## src/rtl/axi4_lite_slave_if.sv

```systemverilog
// AXI4-Lite bus bundle (AW, W, B, AR, R channels) with master/slave views.
// Clock and reset stay outside the interface as plain module ports.
interface axi4_lite_slave_if #(
  parameter int ADDR_W = 4,
  parameter int DATA_W = 32
);
  logic [ADDR_W-1:0] awaddr;
  logic              awvalid;
  logic              awready;
  logic [DATA_W-1:0] wdata;
  logic              wvalid;
  logic              wready;
  logic [1:0]        bresp;
  logic              bvalid;
  logic              bready;
  logic [ADDR_W-1:0] araddr;
  logic              arvalid;
  logic              arready;
  logic [DATA_W-1:0] rdata;
  logic [1:0]        rresp;
  logic              rvalid;
  logic              rready;

  modport slave (
    input  awaddr, awvalid, wdata, wvalid, bready, araddr, arvalid, rready,
    output awready, wready, bresp, bvalid, arready, rdata, rresp, rvalid
  );

  modport master (
    output awaddr, awvalid, wdata, wvalid, bready, araddr, arvalid, rready,
    input  awready, wready, bresp, bvalid, arready, rdata, rresp, rvalid
  );
endinterface

```

## src/rtl/axi4_lite_slave.sv

```systemverilog
// AXI4-Lite register file: write commits and BVALID rise 1 edge after AW+W capture, RVALID 1 edge after AR.
// A captured AW or W channel holds its READY low until B completes; B and R outputs hold until READY.
module axi4_lite_slave #(
  parameter int ADDR_W = 4,
  parameter int DATA_W = 32,
  localparam int NUM_REGS = 2 ** (ADDR_W - 2)
) (
  input  logic                         i_aclk,
  input  logic                         i_areset,
  axi4_lite_slave_if.slave             s_axi,
  output logic [NUM_REGS*DATA_W-1:0]   o_regs
);
  localparam logic [1:0] RESP_OKAY   = 2'b00;
  localparam logic [1:0] RESP_SLVERR = 2'b10;

  typedef enum logic {B_IDLE, B_VALID} b_state_t;
  typedef enum logic {R_IDLE, R_VALID} r_state_t;

  b_state_t          r_b_state, w_b_next;
  r_state_t          r_r_state, w_r_next;
  logic              r_aw_flag, r_w_flag;
  logic [ADDR_W-1:0] r_awaddr;
  logic [DATA_W-1:0] r_wdata;
  logic [1:0]        r_bresp;
  logic [DATA_W-1:0] r_rdata;
  logic [1:0]        r_rresp;
  logic [DATA_W-1:0] r_regs [NUM_REGS];

  logic w_aw_rdy, w_w_rdy, w_ar_rdy;
  logic w_aw_hs, w_w_hs, w_ar_hs;
  logic w_commit, w_b_hs, w_r_hs;
  logic w_aw_aligned, w_ar_aligned;

  assign w_aw_aligned = (r_awaddr[1:0] == 2'b00);
  assign w_ar_aligned = (s_axi.araddr[1:0] == 2'b00);

  // READYs are gated by reset so they read low during the reset cycle itself.
  always_comb begin
    w_b_next = r_b_state;
    w_aw_rdy = 1'b0;
    w_w_rdy  = 1'b0;
    w_commit = 1'b0;
    w_b_hs   = 1'b0;
    case (r_b_state)
      B_IDLE: begin
        w_aw_rdy = !i_areset && !r_aw_flag;
        w_w_rdy  = !i_areset && !r_w_flag;
        w_commit = r_aw_flag && r_w_flag;
        if (w_commit) w_b_next = B_VALID;
      end
      B_VALID: begin
        w_b_hs = s_axi.bready;
        if (w_b_hs) w_b_next = B_IDLE;
      end
      default: w_b_next = B_IDLE;
    endcase
  end

  always_comb begin
    w_r_next = r_r_state;
    w_ar_rdy = 1'b0;
    w_r_hs   = 1'b0;
    case (r_r_state)
      R_IDLE: begin
        w_ar_rdy = !i_areset;
        if (s_axi.arvalid && w_ar_rdy) w_r_next = R_VALID;
      end
      R_VALID: begin
        w_r_hs = s_axi.rready;
        if (w_r_hs) w_r_next = R_IDLE;
      end
      default: w_r_next = R_IDLE;
    endcase
  end

  assign w_aw_hs = s_axi.awvalid && w_aw_rdy;
  assign w_w_hs  = s_axi.wvalid && w_w_rdy;
  assign w_ar_hs = s_axi.arvalid && w_ar_rdy;

  always_ff @(posedge i_aclk) begin
    if (i_areset) begin
      r_b_state <= B_IDLE;
      r_r_state <= R_IDLE;
    end else begin
      r_b_state <= w_b_next;
      r_r_state <= w_r_next;
    end
  end

  // Non-blocking update means a same-edge AR sees the pre-write register value.
  always_ff @(posedge i_aclk) begin
    if (i_areset) begin
      r_aw_flag <= 1'b0;
      r_w_flag  <= 1'b0;
      r_awaddr  <= '0;
      r_wdata   <= '0;
      r_bresp   <= RESP_OKAY;
      r_rdata   <= '0;
      r_rresp   <= RESP_OKAY;
      for (int i = 0; i < NUM_REGS; i++) r_regs[i] <= '0;
    end else begin
      if (w_aw_hs) begin
        r_awaddr  <= s_axi.awaddr;
        r_aw_flag <= 1'b1;
      end
      if (w_w_hs) begin
        r_wdata  <= s_axi.wdata;
        r_w_flag <= 1'b1;
      end
      if (w_commit) begin
        if (w_aw_aligned) r_regs[r_awaddr[ADDR_W-1:2]] <= r_wdata;
        r_bresp <= w_aw_aligned ? RESP_OKAY : RESP_SLVERR;
      end
      if (w_b_hs) begin
        r_aw_flag <= 1'b0;
        r_w_flag  <= 1'b0;
      end
      if (w_ar_hs) begin
        r_rdata <= w_ar_aligned ? r_regs[s_axi.araddr[ADDR_W-1:2]] : '0;
        r_rresp <= w_ar_aligned ? RESP_OKAY : RESP_SLVERR;
      end
    end
  end

  assign s_axi.awready = w_aw_rdy;
  assign s_axi.wready  = w_w_rdy;
  assign s_axi.bvalid  = (r_b_state == B_VALID);
  assign s_axi.bresp   = r_bresp;
  assign s_axi.arready = w_ar_rdy;
  assign s_axi.rvalid  = (r_r_state == R_VALID);
  assign s_axi.rdata   = r_rdata;
  assign s_axi.rresp   = r_rresp;

  for (genvar g = 0; g < NUM_REGS; g++) begin : g_regs_out
    assign o_regs[g*DATA_W +: DATA_W] = r_regs[g];
  end
endmodule

```

## src/flat_wrapper.sv

```systemverilog
// flat-port wrapper written by rule: the top's interface ports become plain ports
module axi4_lite_slave_flat 
#(
  parameter int ADDR_W = 4,
  parameter int DATA_W = 32,
  localparam int NUM_REGS = 2 ** (ADDR_W - 2)
)
  (i_aclk, i_areset, o_regs, s_axi_awaddr, s_axi_awvalid, s_axi_wdata, s_axi_wvalid, s_axi_bready, s_axi_araddr, s_axi_arvalid, s_axi_rready, s_axi_awready, s_axi_wready, s_axi_bresp, s_axi_bvalid, s_axi_arready, s_axi_rdata, s_axi_rresp, s_axi_rvalid);
  axi4_lite_slave_if #(.ADDR_W(ADDR_W), .DATA_W(DATA_W)) s_axi_i ();
  input  logic i_aclk;
  input  logic i_areset;
  output logic [NUM_REGS*DATA_W-1:0] o_regs;
  input wire logic [$bits(s_axi_i.awaddr)-1:0] s_axi_awaddr;
  input wire logic [$bits(s_axi_i.awvalid)-1:0] s_axi_awvalid;
  input wire logic [$bits(s_axi_i.wdata)-1:0] s_axi_wdata;
  input wire logic [$bits(s_axi_i.wvalid)-1:0] s_axi_wvalid;
  input wire logic [$bits(s_axi_i.bready)-1:0] s_axi_bready;
  input wire logic [$bits(s_axi_i.araddr)-1:0] s_axi_araddr;
  input wire logic [$bits(s_axi_i.arvalid)-1:0] s_axi_arvalid;
  input wire logic [$bits(s_axi_i.rready)-1:0] s_axi_rready;
  output wire logic [$bits(s_axi_i.awready)-1:0] s_axi_awready;
  output wire logic [$bits(s_axi_i.wready)-1:0] s_axi_wready;
  output wire logic [$bits(s_axi_i.bresp)-1:0] s_axi_bresp;
  output wire logic [$bits(s_axi_i.bvalid)-1:0] s_axi_bvalid;
  output wire logic [$bits(s_axi_i.arready)-1:0] s_axi_arready;
  output wire logic [$bits(s_axi_i.rdata)-1:0] s_axi_rdata;
  output wire logic [$bits(s_axi_i.rresp)-1:0] s_axi_rresp;
  output wire logic [$bits(s_axi_i.rvalid)-1:0] s_axi_rvalid;
  assign s_axi_i.awaddr = s_axi_awaddr;
  assign s_axi_i.awvalid = s_axi_awvalid;
  assign s_axi_i.wdata = s_axi_wdata;
  assign s_axi_i.wvalid = s_axi_wvalid;
  assign s_axi_i.bready = s_axi_bready;
  assign s_axi_i.araddr = s_axi_araddr;
  assign s_axi_i.arvalid = s_axi_arvalid;
  assign s_axi_i.rready = s_axi_rready;
  assign s_axi_awready = s_axi_i.awready;
  assign s_axi_wready = s_axi_i.wready;
  assign s_axi_bresp = s_axi_i.bresp;
  assign s_axi_bvalid = s_axi_i.bvalid;
  assign s_axi_arready = s_axi_i.arready;
  assign s_axi_rdata = s_axi_i.rdata;
  assign s_axi_rresp = s_axi_i.rresp;
  assign s_axi_rvalid = s_axi_i.rvalid;
  axi4_lite_slave #(.ADDR_W(ADDR_W), .DATA_W(DATA_W)) u_core (.i_aclk(i_aclk), .i_areset(i_areset), .s_axi(s_axi_i), .o_regs(o_regs));
endmodule
```

## config.mk

```make
export PLATFORM = sky130hd
export DESIGN_NAME = axi4_lite_slave_flat
export DESIGN_NICKNAME = d
export VERILOG_FILES = /design/src/rtl/axi4_lite_slave_if.sv /design/src/rtl/axi4_lite_slave.sv /design/src/flat_wrapper.sv
export SDC_FILE = /design/constraint.sdc
export NUM_CORES = 1
export LEC_CHECK = 0
export CORE_AREA = 10 10 138 140
export CTS_BUF_LIST = sky130_fd_sc_hd__clkbuf_8
export DETAILED_ROUTE_END_ITERATION = 6
export DIE_AREA = 0 0 148 150
export PLACE_DENSITY = 0.82
export SYNTH_ARGS = -nofsm -noshare
export SYNTH_HDL_FRONTEND = slang
export SYNTH_SLANG_ARGS = --single-unit
```

## constraint.sdc

```tcl
create_clock -name i_aclk -period 3.28 [get_ports i_aclk]
set_input_delay 0.984 -clock i_aclk [delete_from_list [all_inputs] [get_ports i_aclk]]
set_output_delay 0.984 -clock i_aclk [all_outputs]
set_load 0.02 [all_outputs]
```

==> results.toml <==
[run]
max_cap_viol_count = 0

[setup_path]
r2r_slack_ns = 1.15
worstPathRequired_ns = 2.30
critPathCaptureType = "primary output"
critPathSlowestCell = "clkdlybuf4s50_1"
critPathLaunchType = "input port"
crit_path_start = "i_areset"
cp_slowest_stage_delay_ns = 0.66
r2r_end = "u_core.r_regs[2][11]$_SDFFCE_PN0P_"
cp_max_fo = 6
r2r_cells = 4
worst_ep_arrival_time_ns = 2.01
r2r-start = "u_core.s_axi.bvalid$_SDFF_PP0_"
path_class = "in -> out"
crit_chain = "buf_2, nor2_1, clkdlybuf4s50_1"

[layout]
fin_nets = 850
drive_above_1_share = 0.1306
fin_area_sq_um = 11070
areaGrowthSynthToFinish_pct = 37.35
fillers = 1185

[logic_synthesis]
synthTopCellsByCount = "and2_1 (128), edfxtp_1 (128), dfxtp_1 (74), nand2_1 (66), a21oi_1 (35)"
ys_types = 28
synth-main-ff-cell = "edfxtp_1"
netlist_instances = 580
synth_top_cell_by_area = "edfxtp_1"
synthTopCellsByArea = "edfxtp_1 (48%), dfxtp_1 (18%), and2_1 (9.9%), mux4_2 (8.9%), a22o_1 (3.5%)"
synthesis.area_sq_um = 8063
ys_ff_latch = 202
synth_edf_count = 128
synth_area_per_cell_sq_um = 13.90
synth_top_area_share = 0.4767
async_reset_ff_frac = 0
yosysSeqAreaShare = 0.6605
ys_warn_count = 0

[pwr]
power_density_nw_per_um2 = 498.4
power.leakage_nw = 4.074
power_mw = 5.520
ir_worst_vdd_mv = 0.2801

[worst_hold_path]
hold_path_depth = 1
min_to = "u_core.s_axi.rdata[26]$_SDFFE_PP0P_"
hold_path_class = "reg -> reg"
hold_start = "u_core.s_axi.rdata[26]$_SDFFE_PP0P_"

[sta]
rsz0062_at_grt = "false"
setup_slack_ns = 0.2892
max_slew_margin = 0.3227
tightest_slew_ns = 1.013
report.final.hold_viol_count = 0
max_freq_mhz = 334.4
period_share = 0.9118
setup_viol = 0
hold_slack_ns = 0.4777
drv_slew = 0
period_minus_slack_ns = 2.991
skew_ns = 0.01815
fin_setup_tns_ns = 0

[clock_network]
clk_pin_slew_ns = 0.06
worstSkewPairLatency_ns = 0.55
cts_tree = "done"
ctsResizeCount = 0
cts_sinks = 202
post_cts_buffers = 0
cts_buffers = 31
ctsHoldBuffers = 0
cts-root-buf = "clkbuf_8"
max-clock-path-buffers = 3
htree_levels = 1

[routing]
vias_per_cell = 5.345
wirelength_um = 23220
wl_per_cell_um = 22.14
wl_met2_um = 11870
drc = 0
wl_met3_um = 1793
drt_pass1_iterations = 5
top_layer = "met4"
drt_iter0_markers = 440
detail-route-antenna-nets = 0
met1Wirelength_um = 8952
vias = 5607

[global_routing]
grt_start_max_net_pins = 35
grt_pass1_vias = 6094
grt_pass1_wl_um = 35130
grt.total_usage = 0.2038
overflow = 0
antenna_found_initial = 2

[floorplan]
initial_utilization = 0.4932
die_w_um = 148
num_io_pins = 216
fp.dieH_um = 150
die-area_sq_um = 22200
rows = 47
core_sq_um = 16350

[place]
port_buffers = 213
pre_cts_slack_ns = 0.3027
dp_hpwl_um = 16240
gp_congestion = 0.8226
placed_area_sq_um = 10450

[outcome]
run_status = "finished clean"
==> critical path: cells and delay by family <==
kind / cells / cell delay (ns)
buf+inv: 2 / 0.82
simple gates: 1 / 0.20
==> layer usage <==
metal	global-route usage	vias up
li1	-	2534
met1	0.2356	2751
met2	0.3618	276
met3	0.04861	46
met4	0.07235	0
met5	0	-
==> worst max-delay path by stage <==
stage	cells after the start	slack [ns]	endpoint
4_1_cts	3	0.30	s_axi_arready
5_1_grt	3	0.25	s_axi_awready
3_5_place_dp	3	0.30	s_axi_arready
6_report	3	0.29	s_axi_arready
2_1_floorplan	4	0.51	u_core.r_regs[2][0]$_SDFFCE_PN0P_
3_3_place_gp	3	0.28	s_axi_arready
==> registers in the layout (all words and copies together), names as in the netlist, 4 cells and up <==
signal,flops
u_core.r_awaddr,4
u_core.r_regs,128
u_core.r_wdata,32
u_core.s_axi.rdata,32
==> where the power goes <==
part / switching (mW) / internal, mW
logic: 0.304 / 0.270
clock network: 0.952 / 1.13
registers: 0.0717 / 2.79
==> cells in the final DEF (no fill, tap or decap), types with 2 or more instances in the layout <==
cell type / n
a211oi_1: 3
a21oi_1: 35
a22o_1: 32
and2_1: 128
buf_12: 2
buf_2: 3
buf_4: 16
bufinv_16: 2
clkbuf_8: 35
clkdlybuf4s50_1: 210
clkinv_1: 5
clkinv_2: 5
conb_1: 2
dfxtp_1: 74
diode_2: 2
edfxtp_1: 128
inv_1: 12
mux2i_1: 4
mux4_2: 32
nand2_1: 66
nor2_1: 13
nor2b_1: 3
nor3_1: 2
nor4_4: 2
nor4b_4: 2
or2_2: 3
==> final cells by class <==
class | count | area (sq um) | share of cell area
well taps | 220 | 275.3 | 0.02486
clock buffers | 35 | 481.7 | 0.04350
repair buffers | 231 | 2277 | 0.2056
inverters | 2 | 7.507 | 0.0006779
diodes | 2 | 5.005 | 0.0004519
flip-flops and latches | 202 | 5325 | 0.4808
clock inverters | 22 | 141.4 | 0.01277
multi-input cells | 335 | 2561 | 0.2313
==> cell families (layout without fill, tap and decap cells) <==
family,Yosys count,count (layout),share of synthesized area
buffers and inverters,44,290,0.02483
AND/OR/NAND/NOR,226,226,0.1594
flip-flops,202,202,0.6605
AO/OA/AOI/OAI,71,71,0.06052
multiplexers,36,36,0.09435
other,1,4,0.0004651
==> through the flow <==
step,instances,utilization
after floorplan,581,-
after detailed placement,990,0.6390
final,1049,0.6774
after global placement,990,0.6390
after global routing,1049,0.6774
after CTS,1047,0.6771
Power figures use the tool's default switching activity.
